$ cat src/rtl/rf_pkg.sv
// rtl/rf_pkg.sv - shared constants and helpers for the register-file write arbiter
package rf_pkg;

    localparam int WORD_SIZE   = 16;
    localparam int RF_ADDR_W   = 2;
    localparam int RF_NUM_REGS = 4;

    // Requester id assignment on the shared write port
    localparam int REQ_ALU  = 0;
    localparam int REQ_LOAD = 1;

    localparam int CONFLICT_W = 16;

    // Largest supported requester count; the popcount helper is sized for it
    localparam int MAX_REQ = 4;

    function automatic logic [2:0] count_ones(input logic [MAX_REQ-1:0] v);
        logic [2:0] n;
        n = '0;
        for (int i = 0; i < MAX_REQ; i++) begin
            n = n + {2'b00, v[i]};
        end
        return n;
    endfunction

endpackage

$ cat src/rtl/rf_write_arbiter_if.sv
// rtl/rf_write_arbiter_if.sv - writeback request bundle (valid/ready/addr/data per requester)
//
// master: requester side (drives valid/addr/data, receives ready)
// slave : arbiter side   (receives valid/addr/data, drives ready)
// Slice i of req_addr/req_data belongs to requester i.
interface rf_write_arbiter_if #(
    parameter int NREQ      = 2,
    parameter int ADDR_W    = 2,
    parameter int WORD_SIZE = 16
);
    logic [NREQ-1:0]           req_valid;
    logic [NREQ-1:0]           req_ready;
    logic [NREQ*ADDR_W-1:0]    req_addr;
    logic [NREQ*WORD_SIZE-1:0] req_data;

    modport master (
        output req_valid,
        output req_addr,
        output req_data,
        input  req_ready
    );

    modport slave (
        input  req_valid,
        input  req_addr,
        input  req_data,
        output req_ready
    );
endinterface

$ cat src/rtl/rr_arbiter.sv
// rtl/rr_arbiter.sv - combinational round-robin winner select with registered rotation pointer
//
// Ports:
//   clk, reset : clock, synchronous active-high reset
//   i_valid    : per-requester valid
//   i_stall    : downstream write port unavailable; suppresses every grant
//   o_ready    : one-hot grant (all zero when idle, stalled or in reset)
//   o_winner   : index of the granted requester (meaningful when o_fire=1)
//   o_fire     : a transfer happens this cycle
module rr_arbiter #(
    parameter  int NREQ  = 2,
    localparam int IDX_W = $clog2(NREQ)
) (
    input  logic             clk,
    input  logic             reset,
    input  logic [NREQ-1:0]  i_valid,
    input  logic             i_stall,
    output logic [NREQ-1:0]  o_ready,
    output logic [IDX_W-1:0] o_winner,
    output logic             o_fire
);

    logic [IDX_W-1:0] r_ptr;
    logic [IDX_W-1:0] w_ptr_next;
    logic             w_found;
    int               w_idx;

    // Search starting at r_ptr, wrapping modulo NREQ; first valid wins.
    always_comb begin
        o_ready  = '0;
        o_winner = '0;
        w_found  = 1'b0;
        w_idx    = 0;
        if (!reset && !i_stall) begin
            for (int k = 0; k < NREQ; k++) begin
                w_idx = int'(r_ptr) + k;
                if (w_idx >= NREQ) begin
                    w_idx = w_idx - NREQ;
                end
                if (!w_found && i_valid[w_idx[IDX_W-1:0]]) begin
                    w_found                    = 1'b1;
                    o_winner                   = w_idx[IDX_W-1:0];
                    o_ready[w_idx[IDX_W-1:0]]  = 1'b1;
                end
            end
        end
    end

    // o_ready is only raised on a valid requester, so any grant is a transfer
    assign o_fire = w_found;

    assign w_ptr_next = (o_winner == IDX_W'(NREQ - 1)) ? '0 : o_winner + 1'b1;

    // The pointer only rotates past a requester that actually transferred
    always_ff @(posedge clk) begin
        if (reset) begin
            r_ptr <= '0;
        end else if (o_fire) begin
            r_ptr <= w_ptr_next;
        end
    end

endmodule

$ cat src/rtl/rf_write_arbiter.sv
// rtl/rf_write_arbiter.sv - round-robin sharing of the register-file write port
//
// Optional feature macro: RF_WB_FORWARD_EN (forward the registered write to the read ports)
//
// Ports:
//   clk, reset           : clock, synchronous active-high reset
//   req                  : requester bundle (slave side of rf_write_arbiter_if)
//   rf_stall             : register-file write port unavailable this cycle
//   rf_write/addr/data   : registered register-file write pins
//   grant_id             : index of the last accepted requester
//   conflict_cnt         : saturating count of cycles with >=2 requesters valid
//   rd_addr1/2           : register-file read addresses (used only for forwarding)
//   rf_rdata1/2          : raw register-file read data
//   rd_data1/2           : read data after optional forwarding
module rf_write_arbiter
    import rf_pkg::*;
#(
    parameter  int WORD_SIZE = rf_pkg::WORD_SIZE,
    parameter  int ADDR_W    = rf_pkg::RF_ADDR_W,
    parameter  int NREQ      = 2,
    localparam int GID_W     = $clog2(NREQ)
) (
    input  logic                  clk,
    input  logic                  reset,
    rf_write_arbiter_if.slave     req,
    input  logic                  rf_stall,
    output logic                  rf_write,
    output logic [ADDR_W-1:0]     rf_addr,
    output logic [WORD_SIZE-1:0]  rf_data,
    output logic [GID_W-1:0]      grant_id,
    output logic [CONFLICT_W-1:0] conflict_cnt,
    input  logic [ADDR_W-1:0]     rd_addr1,
    input  logic [ADDR_W-1:0]     rd_addr2,
    input  logic [WORD_SIZE-1:0]  rf_rdata1,
    input  logic [WORD_SIZE-1:0]  rf_rdata2,
    output logic [WORD_SIZE-1:0]  rd_data1,
    output logic [WORD_SIZE-1:0]  rd_data2
);

    logic [NREQ-1:0]       w_ready;
    logic [GID_W-1:0]      w_winner;
    logic                  w_fire;
    logic [ADDR_W-1:0]     w_sel_addr;
    logic [WORD_SIZE-1:0]  w_sel_data;
    logic [MAX_REQ-1:0]    w_valid_ext;
    logic                  w_contention;

    logic                  r_rf_write;
    logic [ADDR_W-1:0]     r_rf_addr;
    logic [WORD_SIZE-1:0]  r_rf_data;
    logic [GID_W-1:0]      r_grant_id;
    logic [CONFLICT_W-1:0] r_conflict_cnt;

    rr_arbiter #(
        .NREQ (NREQ)
    ) u_rr (
        .clk      (clk),
        .reset    (reset),
        .i_valid  (req.req_valid),
        .i_stall  (rf_stall),
        .o_ready  (w_ready),
        .o_winner (w_winner),
        .o_fire   (w_fire)
    );

    assign req.req_ready = w_ready;

    assign w_sel_addr = req.req_addr[int'(w_winner)*ADDR_W +: ADDR_W];
    assign w_sel_data = req.req_data[int'(w_winner)*WORD_SIZE +: WORD_SIZE];

    // Contention is judged on raw valids, independent of stall
    always_comb begin
        w_valid_ext             = '0;
        w_valid_ext[NREQ-1:0]   = req.req_valid;
    end
    assign w_contention = (count_ones(w_valid_ext) >= 3'd2);

    always_ff @(posedge clk) begin
        if (reset) begin
            r_rf_write     <= 1'b0;
            r_rf_addr      <= '0;
            r_rf_data      <= '0;
            r_grant_id     <= '0;
            r_conflict_cnt <= '0;
        end else begin
            r_rf_write <= w_fire;
            if (w_fire) begin
                r_rf_addr  <= w_sel_addr;
                r_rf_data  <= w_sel_data;
                r_grant_id <= w_winner;
            end
            if (w_contention && (r_conflict_cnt != '1)) begin
                r_conflict_cnt <= r_conflict_cnt + 1'b1;
            end
        end
    end

    assign rf_write     = r_rf_write;
    assign rf_addr      = r_rf_addr;
    assign rf_data      = r_rf_data;
    assign grant_id     = r_grant_id;
    assign conflict_cnt = r_conflict_cnt;

`ifdef RF_WB_FORWARD_EN
    // The register file commits r_rf_data at this edge; a same-cycle read sees it early
    assign rd_data1 = (r_rf_write && (r_rf_addr == rd_addr1)) ? r_rf_data : rf_rdata1;
    assign rd_data2 = (r_rf_write && (r_rf_addr == rd_addr2)) ? r_rf_data : rf_rdata2;
`else
    assign rd_data1 = rf_rdata1;
    assign rd_data2 = rf_rdata2;

    logic w_unused_rd_addr;
    assign w_unused_rd_addr = ^{rd_addr1, rd_addr2};
`endif

endmodule

$ cat src/flat_wrapper.sv
// flat-port wrapper written by rule: the top's interface ports become plain ports
module rf_write_arbiter_flat import rf_pkg::*;
#(
    parameter  int WORD_SIZE = rf_pkg::WORD_SIZE,
    parameter  int ADDR_W    = rf_pkg::RF_ADDR_W,
    parameter  int NREQ      = 2,
    localparam int GID_W     = $clog2(NREQ)
)
  (clk, reset, rf_stall, rf_write, rf_addr, rf_data, grant_id, conflict_cnt, rd_addr1, rd_addr2, rf_rdata1, rf_rdata2, rd_data1, rd_data2, req_req_valid, req_req_addr, req_req_data, req_req_ready);
  rf_write_arbiter_if #(.NREQ(NREQ), .ADDR_W(ADDR_W), .WORD_SIZE(WORD_SIZE)) req_i ();
  input  logic clk;
  input  logic reset;
  input  logic rf_stall;
  output logic rf_write;
  output logic [ADDR_W-1:0] rf_addr;
  output logic [WORD_SIZE-1:0] rf_data;
  output logic [GID_W-1:0] grant_id;
  output logic [CONFLICT_W-1:0] conflict_cnt;
  input  logic [ADDR_W-1:0] rd_addr1;
  input  logic [ADDR_W-1:0] rd_addr2;
  input  logic [WORD_SIZE-1:0] rf_rdata1;
  input  logic [WORD_SIZE-1:0] rf_rdata2;
  output logic [WORD_SIZE-1:0] rd_data1;
  output logic [WORD_SIZE-1:0] rd_data2;
  input wire logic [$bits(req_i.req_valid)-1:0] req_req_valid;
  input wire logic [$bits(req_i.req_addr)-1:0] req_req_addr;
  input wire logic [$bits(req_i.req_data)-1:0] req_req_data;
  output wire logic [$bits(req_i.req_ready)-1:0] req_req_ready;
  assign req_i.req_valid = req_req_valid;
  assign req_i.req_addr = req_req_addr;
  assign req_i.req_data = req_req_data;
  assign req_req_ready = req_i.req_ready;
  rf_write_arbiter #(.WORD_SIZE(WORD_SIZE), .ADDR_W(ADDR_W), .NREQ(NREQ)) u_core (.clk(clk), .reset(reset), .req(req_i), .rf_stall(rf_stall), .rf_write(rf_write), .rf_addr(rf_addr), .rf_data(rf_data), .grant_id(grant_id), .conflict_cnt(conflict_cnt), .rd_addr1(rd_addr1), .rd_addr2(rd_addr2), .rf_rdata1(rf_rdata1), .rf_rdata2(rf_rdata2), .rd_data1(rd_data1), .rd_data2(rd_data2));
endmodule
$ cat config.mk
export PLATFORM = sky130hd
export DESIGN_NAME = rf_write_arbiter_flat
export DESIGN_NICKNAME = d
export VERILOG_FILES = /design/src/rtl/rf_pkg.sv /design/src/rtl/rf_write_arbiter_if.sv /design/src/rtl/rr_arbiter.sv /design/src/rtl/rf_write_arbiter.sv /design/src/flat_wrapper.sv
export SDC_FILE = /design/constraint.sdc
export NUM_CORES = 1
export LEC_CHECK = 0
export ABC_AREA = 1
export BUFFER_PORTS_ARGS = -buffer_cell sky130_fd_sc_hd__buf_2
export CAP_MARGIN = 20
export CELL_PAD_IN_SITES_DETAIL_PLACEMENT = 1
export CELL_PAD_IN_SITES_GLOBAL_PLACEMENT = 1
export CORE_MARGIN = 2
export CORE_UTILIZATION = 25
export DETAILED_ROUTE_END_ITERATION = 10
export PLACE_DENSITY_LB_ADDON = 0.1
export RECOVER_POWER = 100
export SYNTH_ARGS = -nofsm -noshare
export SYNTH_HDL_FRONTEND = slang
export SYNTH_SLANG_ARGS = --single-unit
$ cat constraint.sdc
create_clock -name clk -period 1.45 [get_ports clk]
set_input_delay 0.145 -clock clk [delete_from_list [all_inputs] [get_ports clk]]
set_output_delay 0.145 -clock clk [all_outputs]
set_load 0.01 [all_outputs]
==> impl_metrics.ini, run 1 <==
[sta]
timing.final.setup_violations = 0
setup-tns-final_ps = 0
post-route-min-period_ps = 1401
timing.hold.ws_ps = 180.3
maxSlewViolCount = 0
fmaxAchievable_mhz = 713.7
relSlewSlack = 0.6476
rsz0062_at_grt = true
report.final.hold_viol_count = 0
timing_worst_slew_pin_value_ps = 523.1
clock-skew-final_ps = 10.77
fin_crit_sh = 0.9663

[placement]
place.port_buffers = 78
dp.final_hpwl_um = 4784
place_congestion = 0.6805
detailed_place.area_sq_um = 2673

[worst_setup_path]
setup.worst_path.start_class = flop
cpPeakStageDelay_ps = 360
worstSetupPathType = reg -> reg
timing.critical_path.mode_cell = sky130_fd_sc_hd__nand2_2
crit_fanout = 6
cp_data_required_time_ps = 1680
gate_family_responsible_for_the_most_delay_along_the_worst_path = flip-flops
critPathSlowestCell = sky130_fd_sc_hd__dfxtp_4
critPathArrivalTime_ps = 1630
regToRegSetupSlack_ps = 50
critical_path.cell_chain = ha_4, nand2_2, nor2_4, nand2_4, o21ai_4, buf_6, nand2_2, a21oi_2
critPathBufInv = 1
worst_setup_ep_type = flop

[logic_synthesis]
synth_sequential_area_ratio = 0.3379
combinational_family_with_the_most_area_after_synthesis = simple AND/OR/NAND/NOR gates
netlist-cell-type-count = 24
syn_avg_cell_area_sq_um = 6.959
yosys.area_share.xor_xnor = 0.02397
synth-warning-count = 0
post_synth_mux_area_share = 0
synth_fa_ha_area_frac = 0.005708
synth_area_sq_um = 2192
synth_simple_gate_area_frac = 0.3025
instance_count_of_the_mapped_netlist = 315
number_of_synthesized_register_bits = 37
synth-compound-area-share = 0.1250
syn_nets = 393

[layout]
final_area_sq_um = 2945
antenna_cells = 0
most-common-layout-cells = sky130_fd_sc_hd__nand2_1, sky130_fd_sc_hd__buf_2, sky130_fd_sc_hd__inv_1, sky130_fd_sc_hd__dfxtp_1, sky130_fd_sc_hd__buf_4
finish.net_count = 470
area.growth.synth_to_final_pct = 34.36
drive_above_1_share = 0.3817
final_core_utilization = 0.3427
most_frequent_standard_cell_in_the_layout_excluding_fill_and_tap_cells = sky130_fd_sc_hd__nand2_1
final.fill_count = 1116

[detailed_routing]
drtIter0Drc = 42
drt-vias-per-instance = 4.443
drc = 0
route.antenna.remaining_nets = 0
drt_first_pass_iters = 4
wl_per_cell_um = 13.13
vias = 2226
route.final.wire_length_um = 6579

[global_route]
grt_start_max_net_pins = 38
first_global_vias = 2358
globalRouteOverflowTotal = 0
grt_first_pass_wirelength_um = 11140
number_of_antenna_violations_at_the_first_check_in_global_routing = 0
grt.total_usage = 0.1419

[clock_tree]
cts_max_level = 2
cts_num_sinks = 37
clk-insertion-delay-late_ps = 290
cts.root.buffer_cell = sky130_fd_sc_hd__clkbuf_8
hold_buffers = 0
clk_pin_slew_ps = 80
tritoncts.num_buffers = 5
cts_tree = yes
max-clock-path-buffers = 2

[floorplan]
io_pins = 147
core_rows = 34
core_area_sq_um = 8593
floorplan.die.width_um = 97.64
initial_core_utilization = 0.2551
die-area_sq_um = 9534
die_h_um = 97.64

[run_status]
status = finished, final reports clean

[min_path]
min-delay-path-class = in -> reg

[run]
timing.max_cap.violations = 0

[pwr]
peak_supply_drop_uv = 265.5
power_per_cell_area_nw_per_um2 = 738.6
p_leak_uw = 0.001402
==> per-stage QoR <==
stage	std cells	setup slack, ps	total power (uW)
6_report	501	48.92	2175
5_1_grt	501	-39.40	2315
4_1_cts	501	-16.79	2245
3_5_place_dp	486	-47.39	1416
3_3_place_gp	486	-14.57	1411
2_1_floorplan	315	21.51	1347
==> final cells by class <==
cell class | count | area (sq um) | share of cell area
clock buffers | 8 | 90.09 | 0.03059
flip-flops and latches | 37 | 750.7 | 0.2549
inverters | 35 | 131.4 | 0.04461
well taps | 108 | 135.1 | 0.04588
multi-input cells | 198 | 1121 | 0.3806
repair buffers | 115 | 716.9 | 0.2434
==> registers in the layout (all words and copies together) (netlist names) <==
name and flops:
u_core.rf_write 1, u_core.rf_data 16, u_core.rf_addr 2, u_core.grant_id 1
u_core.u_rr.r_ptr 1, u_core.conflict_cnt 16
==> layer usage <==
metal  global-route usage  vias to the layer above  part of all wire
met5                    0                        -                 0
met4              0.03632                        0            0.0061
met3              0.05612                        8             0.079
met2               0.2398                       69              0.50
met1               0.1678                     1023              0.42
li1                     -                     1126                 -
==> worst reg2reg max path, delay by kind of cell (launching register included) <==
family	cells	cell delay, ps
flip-flops	1	360
AND/OR/NAND/NOR	4	340
AO/OA/AOI/OAI	2	320
buffers and inverters	1	170
adder cells (fa/ha/maj)	1	130
==> cell families (layout without fill, tap and decap cells) <==
kind of cell / after synthesis / count (layout)
fa+ha+maj: 1 / 1
flops: 37 / 37
buf+inv: 80 / 158
xor+xnor: 6 / 6
simple gates: 154 / 154
compound gates: 37 / 37
==> report_power, final <==
part           leakage, uW  switching [uW]  internal (uW)
Sequential        0.000305            21.8           1060
Clock            0.0000455             381            389
Combinational      0.00105             179            149
==> Yosys cell counts <==
library cell               number  area share
sky130_fd_sc_hd__o21ai_0        2      0.0046
sky130_fd_sc_hd__buf_4         34        0.12
sky130_fd_sc_hd__nand4_1        6       0.017
sky130_fd_sc_hd__a21oi_2       10       0.040
sky130_fd_sc_hd__dfxtp_1       37        0.34
sky130_fd_sc_hd__buf_1          2      0.0034
sky130_fd_sc_hd__o21ai_2        1      0.0040
sky130_fd_sc_hd__nand2_2        5       0.014
sky130_fd_sc_hd__nand3_1       30       0.068
sky130_fd_sc_hd__ha_1           1      0.0057
sky130_fd_sc_hd__xnor2_1        2      0.0080
sky130_fd_sc_hd__nor2_2         5       0.014
sky130_fd_sc_hd__inv_1         35       0.060
sky130_fd_sc_hd__nand2_1       87        0.15
sky130_fd_sc_hd__xor2_1         4       0.016
sky130_fd_sc_hd__o21ai_1        1      0.0023
sky130_fd_sc_hd__o211ai_1      18       0.062
sky130_fd_sc_hd__clkbuf_1       2      0.0034
sky130_fd_sc_hd__nor2_4         1      0.0051
sky130_fd_sc_hd__buf_6          2       0.010
sky130_fd_sc_hd__a21oi_1        4      0.0091
sky130_fd_sc_hd__o21a_1         1      0.0034
sky130_fd_sc_hd__buf_2          5       0.011
sky130_fd_sc_hd__nor2_1        20       0.034
==> final timing paths <==
check / endpoint / startpoint / cells past startpoint
min: u_core.rf_data[6] / req_req_data[22] / 5
max: u_core.conflict_cnt[10] / u_core.conflict_cnt[0] / 8
min reg2reg: u_core.grant_id / u_core.grant_id / 2
max reg2reg: u_core.conflict_cnt[10] / u_core.conflict_cnt[0] / 8
==> repair_timing <==
item,CTS,global route
pin swaps,13,13
endpoints found under the setup margin,15,17
gates cloned,1,1
gates resized for setup,23,18
buffers inserted,7,1
No activity file was read; power rests on OpenSTA's default activity.
==> run 2, diff against run 1 <==
--- a/config.mk
+++ b/config.mk
@@ -5,7 +5,6 @@
 export SDC_FILE = /design/constraint.sdc
 export NUM_CORES = 1
 export LEC_CHECK = 0
-export ABC_AREA = 1
 export BUFFER_PORTS_ARGS = -buffer_cell sky130_fd_sc_hd__buf_2
 export CAP_MARGIN = 20
 export CELL_PAD_IN_SITES_DETAIL_PLACEMENT = 1
==> impl_metrics.ini, run 2 <==
[floorplan]
die-area_sq_um = 8833
core_area_sq_um = 7767
die_h_um = 93.99
io_pins = 147
core_rows = 32
floorplan.die.width_um = 93.99
initial_core_utilization = 0.2606

[placement]
detailed_place.area_sq_um = 2502
place_congestion = 0.7365
place.port_buffers = 78
dp.final_hpwl_um = 3969
preCtsSetupSlack_ps = -40.62

[logic_synthesis]
synth_sequential_area_ratio = 0.3659
yosys.area_share.xor_xnor = 0
syn_nets = 305
synth.cells.most_frequent = sky130_fd_sc_hd__dfxtp_1, sky130_fd_sc_hd__buf_4, sky130_fd_sc_hd__nor2_1, sky130_fd_sc_hd__mux2i_1, sky130_fd_sc_hd__a211oi_1
instance_count_of_the_mapped_netlist = 227
syn_avg_cell_area_sq_um = 8.918
synth-compound-area-share = 0.1607
synth_area_sq_um = 2024
synth_enable_flop_cells = 0
postSynth.topFlopCell = sky130_fd_sc_hd__dfxtp_1
most_frequent_cell_after_synthesis = sky130_fd_sc_hd__dfxtp_1
number_of_synthesized_register_bits = 37
synthDominantAreaCellType = sky130_fd_sc_hd__dfxtp_1
post_synth_main_area_contributors = sky130_fd_sc_hd__dfxtp_1, sky130_fd_sc_hd__buf_4, sky130_fd_sc_hd__mux2i_1
netlist.area_leader.share = 0.3659
post_synth_mux_area_share = 0.09951
synth_fa_ha_area_frac = 0.006180
synth-warning-count = 0
postSynth.asyncResetShare = 0
combinational_family_with_the_most_area_after_synthesis = simple AND/OR/NAND/NOR gates
synth_simple_gate_area_frac = 0.1972
netlist-cell-type-count = 34

[sta]
timing_worst_slew_pin_value_ps = 705.9
clock-skew-final_ps = 8.623
post-route-min-period_ps = 1460
maxSlewViolCount = 0
rsz0062_at_grt = true
report.final.hold_viol_count = 0
fmaxAchievable_mhz = 684.7
timing.final.setup_violations = 2
fin_crit_sh = 1.007
post-route-worst-setup-slack_ps = -10.40
relSlewSlack = 0.5294

[global_route]
globalRouteOverflowTotal = 0
number_of_antenna_violations_at_the_first_check_in_global_routing = 0
grt.total_usage = 0.1230
first_global_vias = 1824
grt_first_pass_wirelength_um = 8659
grt_start_max_net_pins = 39

[detailed_routing]
met3WireLength_um = 495
drtIter0Drc = 28
drt-vias-per-instance = 4.586
dr_wl_met2_um = 2474
drt-met1-wl_um = 2403
vias = 1903
drt_first_pass_iters = 3
wl_per_cell_um = 13.04
drc = 0
route.final.wire_length_um = 5412
dr.max_layer_used = met4
route.antenna.remaining_nets = 0

[min_path]
hold_start = req_req_data[27]
worstHoldEndpoint = u_core.rf_data[11]
min-delay-path-class = in -> reg
worstHoldPathCells = 3

[worst_setup_path]
setup.worst_path.start_class = flop
crit-reg2reg-capture = u_core.conflict_cnt[9]
critPathArrivalTime_ps = 1670
cp_data_required_time_ps = 1660
regToRegSetupSlack_ps = -10
worst_setup_ep_type = flop
worstReg2RegStart = u_core.conflict_cnt[1]
crit_fanout = 5
worstSetupPathType = reg -> reg
worst_r2r_path_depth = 7

[layout]
final.fill_count = 973
most_frequent_standard_cell_in_the_layout_excluding_fill_and_tap_cells = sky130_fd_sc_hd__buf_2
finish.net_count = 390
final_core_utilization = 0.3570
drive_above_1_share = 0.4473
antenna_cells = 0
most-common-layout-cells = sky130_fd_sc_hd__buf_2, sky130_fd_sc_hd__buf_4, sky130_fd_sc_hd__nor2_1, sky130_fd_sc_hd__dfxtp_1, sky130_fd_sc_hd__clkbuf_1
final_area_sq_um = 2773
area.growth.synth_to_final_pct = 36.96

[run_status]
violations = negative setup slack
status = finished, violations left

[clock_tree]
clk-insertion-delay-late_ps = 280
cts_num_sinks = 37
tritoncts.num_buffers = 5
max-clock-path-buffers = 2
hold_buffers = 0
cts.root.buffer_cell = sky130_fd_sc_hd__clkbuf_8
cts_tree = yes
cts_max_level = 2
clk_pin_slew_ps = 80

[pwr]
p_leak_uw = 0.001288
peak_supply_drop_uv = 346.4
total_power_uw = 2232
power_per_cell_area_nw_per_um2 = 805.1

[run]
timing.max_cap.violations = 0
[run 2: cell types whose count changed after synthesis, moves of 6 or more]
cell                       change
sky130_fd_sc_hd__nand2_1      -78
sky130_fd_sc_hd__o31ai_1       +6
sky130_fd_sc_hd__nor2_1        +6
sky130_fd_sc_hd__inv_1        -30
sky130_fd_sc_hd__mux2i_1      +19
sky130_fd_sc_hd__or3_1         +6
sky130_fd_sc_hd__nand3_1      -23
sky130_fd_sc_hd__o211ai_1     -18
sky130_fd_sc_hd__a21oi_2      -10
sky130_fd_sc_hd__a21oi_1      +10
sky130_fd_sc_hd__a211oi_1     +18
[run 2: worst max-delay path by stage]
stage	from	to	slack (ps)	cells after the start
5_1_grt	u_core.conflict_cnt[3]	u_core.conflict_cnt[12]	-110	4
4_1_cts	u_core.conflict_cnt[2]	u_core.conflict_cnt[12]	-10	4
2_1_floorplan	u_core.conflict_cnt[2]	u_core.conflict_cnt[12]	-20	5
3_5_place_dp	u_core.conflict_cnt[7]	u_core.conflict_cnt[10]	-40	5
3_3_place_gp	u_core.conflict_cnt[7]	u_core.conflict_cnt[14]	-30	4
6_report	u_core.conflict_cnt[1]	u_core.conflict_cnt[9]	-10	7
[run 2: power breakdown]
part           internal [uW]  switching, uW
sequential              1050           22.1
clock                    491            392
combinational            136            142
total                   1680            557
[run 2: cells by family after synthesis]
kind of cell	count (synthesis)
mux	20
flops	37
buf+inv	50
simple gates	72
fa+ha+maj	1
compound gates	47
[run 2: cell type report]
cell class / instances / area [sq um] / share of cell area
clock buffer: 7 / 107.6 / 0.03881
clock inverter: 1 / 7.507 / 0.002708
multi-input combinational: 140 / 1003 / 0.3619
inverter: 5 / 18.77 / 0.006769
timing repair buffer: 123 / 737.0 / 0.2658
sequential: 37 / 770.7 / 0.2780
tap: 102 / 127.6 / 0.04603
[run 2: critical path: stages, from the launching register on]
cell and delay (ps):
sky130_fd_sc_hd__dfxtp_4 380, sky130_fd_sc_hd__ha_4 180, sky130_fd_sc_hd__nand2_4 60, sky130_fd_sc_hd__nor4_4 280, sky130_fd_sc_hd__buf_4 190, sky130_fd_sc_hd__buf_6 100, sky130_fd_sc_hd__o31ai_2 50, sky130_fd_sc_hd__a21oi_1 140
[run 2: per-layer routing]
metal  vias to the layer above  global-route usage
met3                         6             0.04735
met4                         0             0.03502
met1                       878              0.1489
met2                        67              0.2024
met5                         -                   0
li1                        952                   -
[run 2: repair_timing]
| action | in CTS | in global routing |
|---|---|---|
| setup buffers | 2 | 11 |
| pin swaps | 6 | 10 |
| cloned | 0 | 1 |
| resized for setup | 9 | 12 |
| setup endpoints to repair | 10 | 14 |
[run 2: metrics by stage]
step	std cells	hold slack (ps)	setup TNS (ps)
floorplan	227	358.6	-37.97
global placement	393	290.1	-35.27
detailed placement	393	290.1	-104.0
CTS	403	179.4	-11.14
global route	415	191.2	-1612
finish	415	188.5	-10.98
==> run 3, diff against run 2 <==
--- a/config.mk
+++ b/config.mk
@@ -12,8 +12,11 @@
 export CORE_MARGIN = 2
 export CORE_UTILIZATION = 25
 export DETAILED_ROUTE_END_ITERATION = 10
+export GPL_TIMING_DRIVEN = 0
 export PLACE_DENSITY_LB_ADDON = 0.1
 export RECOVER_POWER = 100
+export SETUP_SLACK_MARGIN = 0.4
+export SLEW_MARGIN = 30
 export SYNTH_ARGS = -nofsm -noshare
 export SYNTH_HDL_FRONTEND = slang
 export SYNTH_SLANG_ARGS = --single-unit
==> impl_metrics.ini, run 3 (synthesis results as in run 2) <==
[global_route]
globalRouteOverflowTotal = 0
grt_first_pass_wirelength_um = 9949
grt.total_usage = 0.1407
number_of_antenna_violations_at_the_first_check_in_global_routing = 0
grt_start_max_net_pins = 14
first_global_vias = 2042

[worst_setup_path]
setup.worst_path.start = u_core.conflict_cnt[1]
worst_r2r_path_depth = 6
critPathSlowestCell = sky130_fd_sc_hd__or4_1
crit-reg2reg-capture = u_core.conflict_cnt[7]
endpoint = u_core.conflict_cnt[7]
worst_setup_ep_type = flop
worstReg2RegStart = u_core.conflict_cnt[1]
cp_data_required_time_ps = 1660
crit_fanout = 5
worstSetupPathType = reg -> reg
critPathArrivalTime_ps = 1710
regToRegSetupSlack_ps = -50
cpPeakStageDelay_ps = 400
critical_path.cell_chain = ha_4, nand2_1, nor4_4, buf_4, or4_1, a21oi_1
setup.worst_path.start_class = flop

[run_status]
violations = negative setup slack
status = finished, violations left

[floorplan]
core_area_sq_um = 7767
core_rows = 32
initial_core_utilization = 0.2606
die-area_sq_um = 8833
floorplan.die.width_um = 93.99
die_h_um = 93.99
io_pins = 147

[placement]
dp.final_hpwl_um = 4463
preCtsSetupSlack_ps = -170.3
place.port_buffers = 110
place_congestion = 0.7381

[clock_tree]
hold_buffers = 0
clk_pin_slew_ps = 90
clk-insertion-delay-late_ps = 290
max-clock-path-buffers = 2
cts.root.buffer_cell = sky130_fd_sc_hd__clkbuf_8
cts_max_level = 2
cts_tree = yes
cts_num_sinks = 37
tritoncts.num_buffers = 5

[sta]
maxSlewViolCount = 0
rsz0062_at_grt = true
clock-skew-final_ps = 8.221
relSlewSlack = 0.6178
report.final.hold_viol_count = 0
fin_crit_sh = 1.033
post-route-worst-setup-slack_ps = -48.23
fmaxAchievable_mhz = 667.5
timing.final.setup_violations = 8
timing_worst_slew_pin_value_ps = 573.2
post-route-min-period_ps = 1498

[layout]
final_core_utilization = 0.4356
most-common-layout-cells = sky130_fd_sc_hd__buf_2, sky130_fd_sc_hd__clkbuf_1, sky130_fd_sc_hd__buf_4, sky130_fd_sc_hd__buf_6, sky130_fd_sc_hd__nor2_1
most_frequent_standard_cell_in_the_layout_excluding_fill_and_tap_cells = sky130_fd_sc_hd__buf_2
drive_above_1_share = 0.5333
antenna_cells = 0
area.growth.synth_to_final_pct = 67.12
finish.net_count = 452

[pwr]
power_per_cell_area_nw_per_um2 = 674.6
p_leak_uw = 0.001472
total_power_uw = 2282
peak_supply_drop_uv = 362.1

[detailed_routing]
route.antenna.remaining_nets = 0
drc = 0
vias = 2190
route.final.wire_length_um = 6847
drt-vias-per-instance = 4.591
wl_per_cell_um = 14.35
drt_first_pass_iters = 4
drtIter0Drc = 33

[run]
timing.max_cap.violations = 0

[min_path]
min-delay-path-class = in -> reg
[run 3: changes by cell type in the layout (fill, tap and decap cells not counted), moves of 6 or more]
| cell | change |
|---|---|
| sky130_fd_sc_hd__buf_6 | +19 |
| sky130_fd_sc_hd__buf_4 | +10 |
| sky130_fd_sc_hd__mux2i_1 | -6 |
| sky130_fd_sc_hd__dfxtp_2 | -6 |
| sky130_fd_sc_hd__clkbuf_1 | +30 |
| sky130_fd_sc_hd__dfxtp_4 | +7 |
[run 3: where the power goes]
part           leakage, uW  switching, uW  internal [uW]
registers         0.000313           24.4           1040
clock network    0.0000445            418            342
logic              0.00111            223            239
[run 3: worst min path at each step]
stage          cells after the start                endpoint        startpoint
2_1_floorplan                      2  u_core.conflict_cnt[2]             reset
3_3_place_gp                       2             rd_data1[0]      rf_rdata1[0]
3_5_place_dp                       2             rd_data1[7]      rf_rdata1[7]
4_1_cts                            3      u_core.rf_data[10]  req_req_data[26]
5_1_grt                            3      u_core.rf_data[15]  req_req_data[31]
6_report                           3      u_core.rf_data[15]  req_req_data[31]
[run 3: cell type report]
class	instances	area, sq um
Timing Repair Buffer	140	830.8
Sequential cell	37	789.5
Tap cell	102	127.6
Inverter	5	23.77
Fill cell	940	4384
Multi-Input combinational cell	140	1146
Clock inverter	3	21.27
Clock buffer	5	68.82
Buffer	45	375.4
[run 3: metrics by stage]
| stage | area, sq um | hold WS [ps] | TNS [ps] | cells |
|---|---|---|---|---|
| final | 3383 | 181.4 | -209.5 | 477 |
| after global routing | 3383 | 179.9 | -1294 | 477 |
| after detailed placement | 2775 | 474.5 | -3087 | 439 |
| after floorplan | 2097 | 358.6 | -30.90 | 227 |
| after CTS | 3208 | 175.1 | -183.9 | 468 |
| after global placement | 2775 | 474.7 | -2673 | 439 |
[run 3: what timing repair did]
| item | 4_1_cts | 5_1_grt |
|---|---|---|
| endpoints found under the setup margin | 40 | 45 |
| pin swaps | 22 | 12 |
| buffers inserted | 20 | 9 |
| gates cloned | 1 | 0 |
| gates resized for setup | 50 | 44 |
| endpoints found under the hold margin | 0 | 0 |
[run 3: routing by layer]
metal  vias to the layer above  share of wire  GRT usage
met5                         -              0          0
met4                         0         0.0080    0.03261
met3                         6          0.071    0.03933
met2                        89           0.50     0.2345
met1                      1021           0.42     0.1802
li1                       1074              -          -
[run 3: critical path: cells and delay by family (launching register included)]
kind                       cells  cell delay [ps]
and+or+nand+nor                3              590
DFF                            1              370
AOI/OAI and AO/OA              1              150
buffers and inverters          1              140
adders and majority gates      1              180
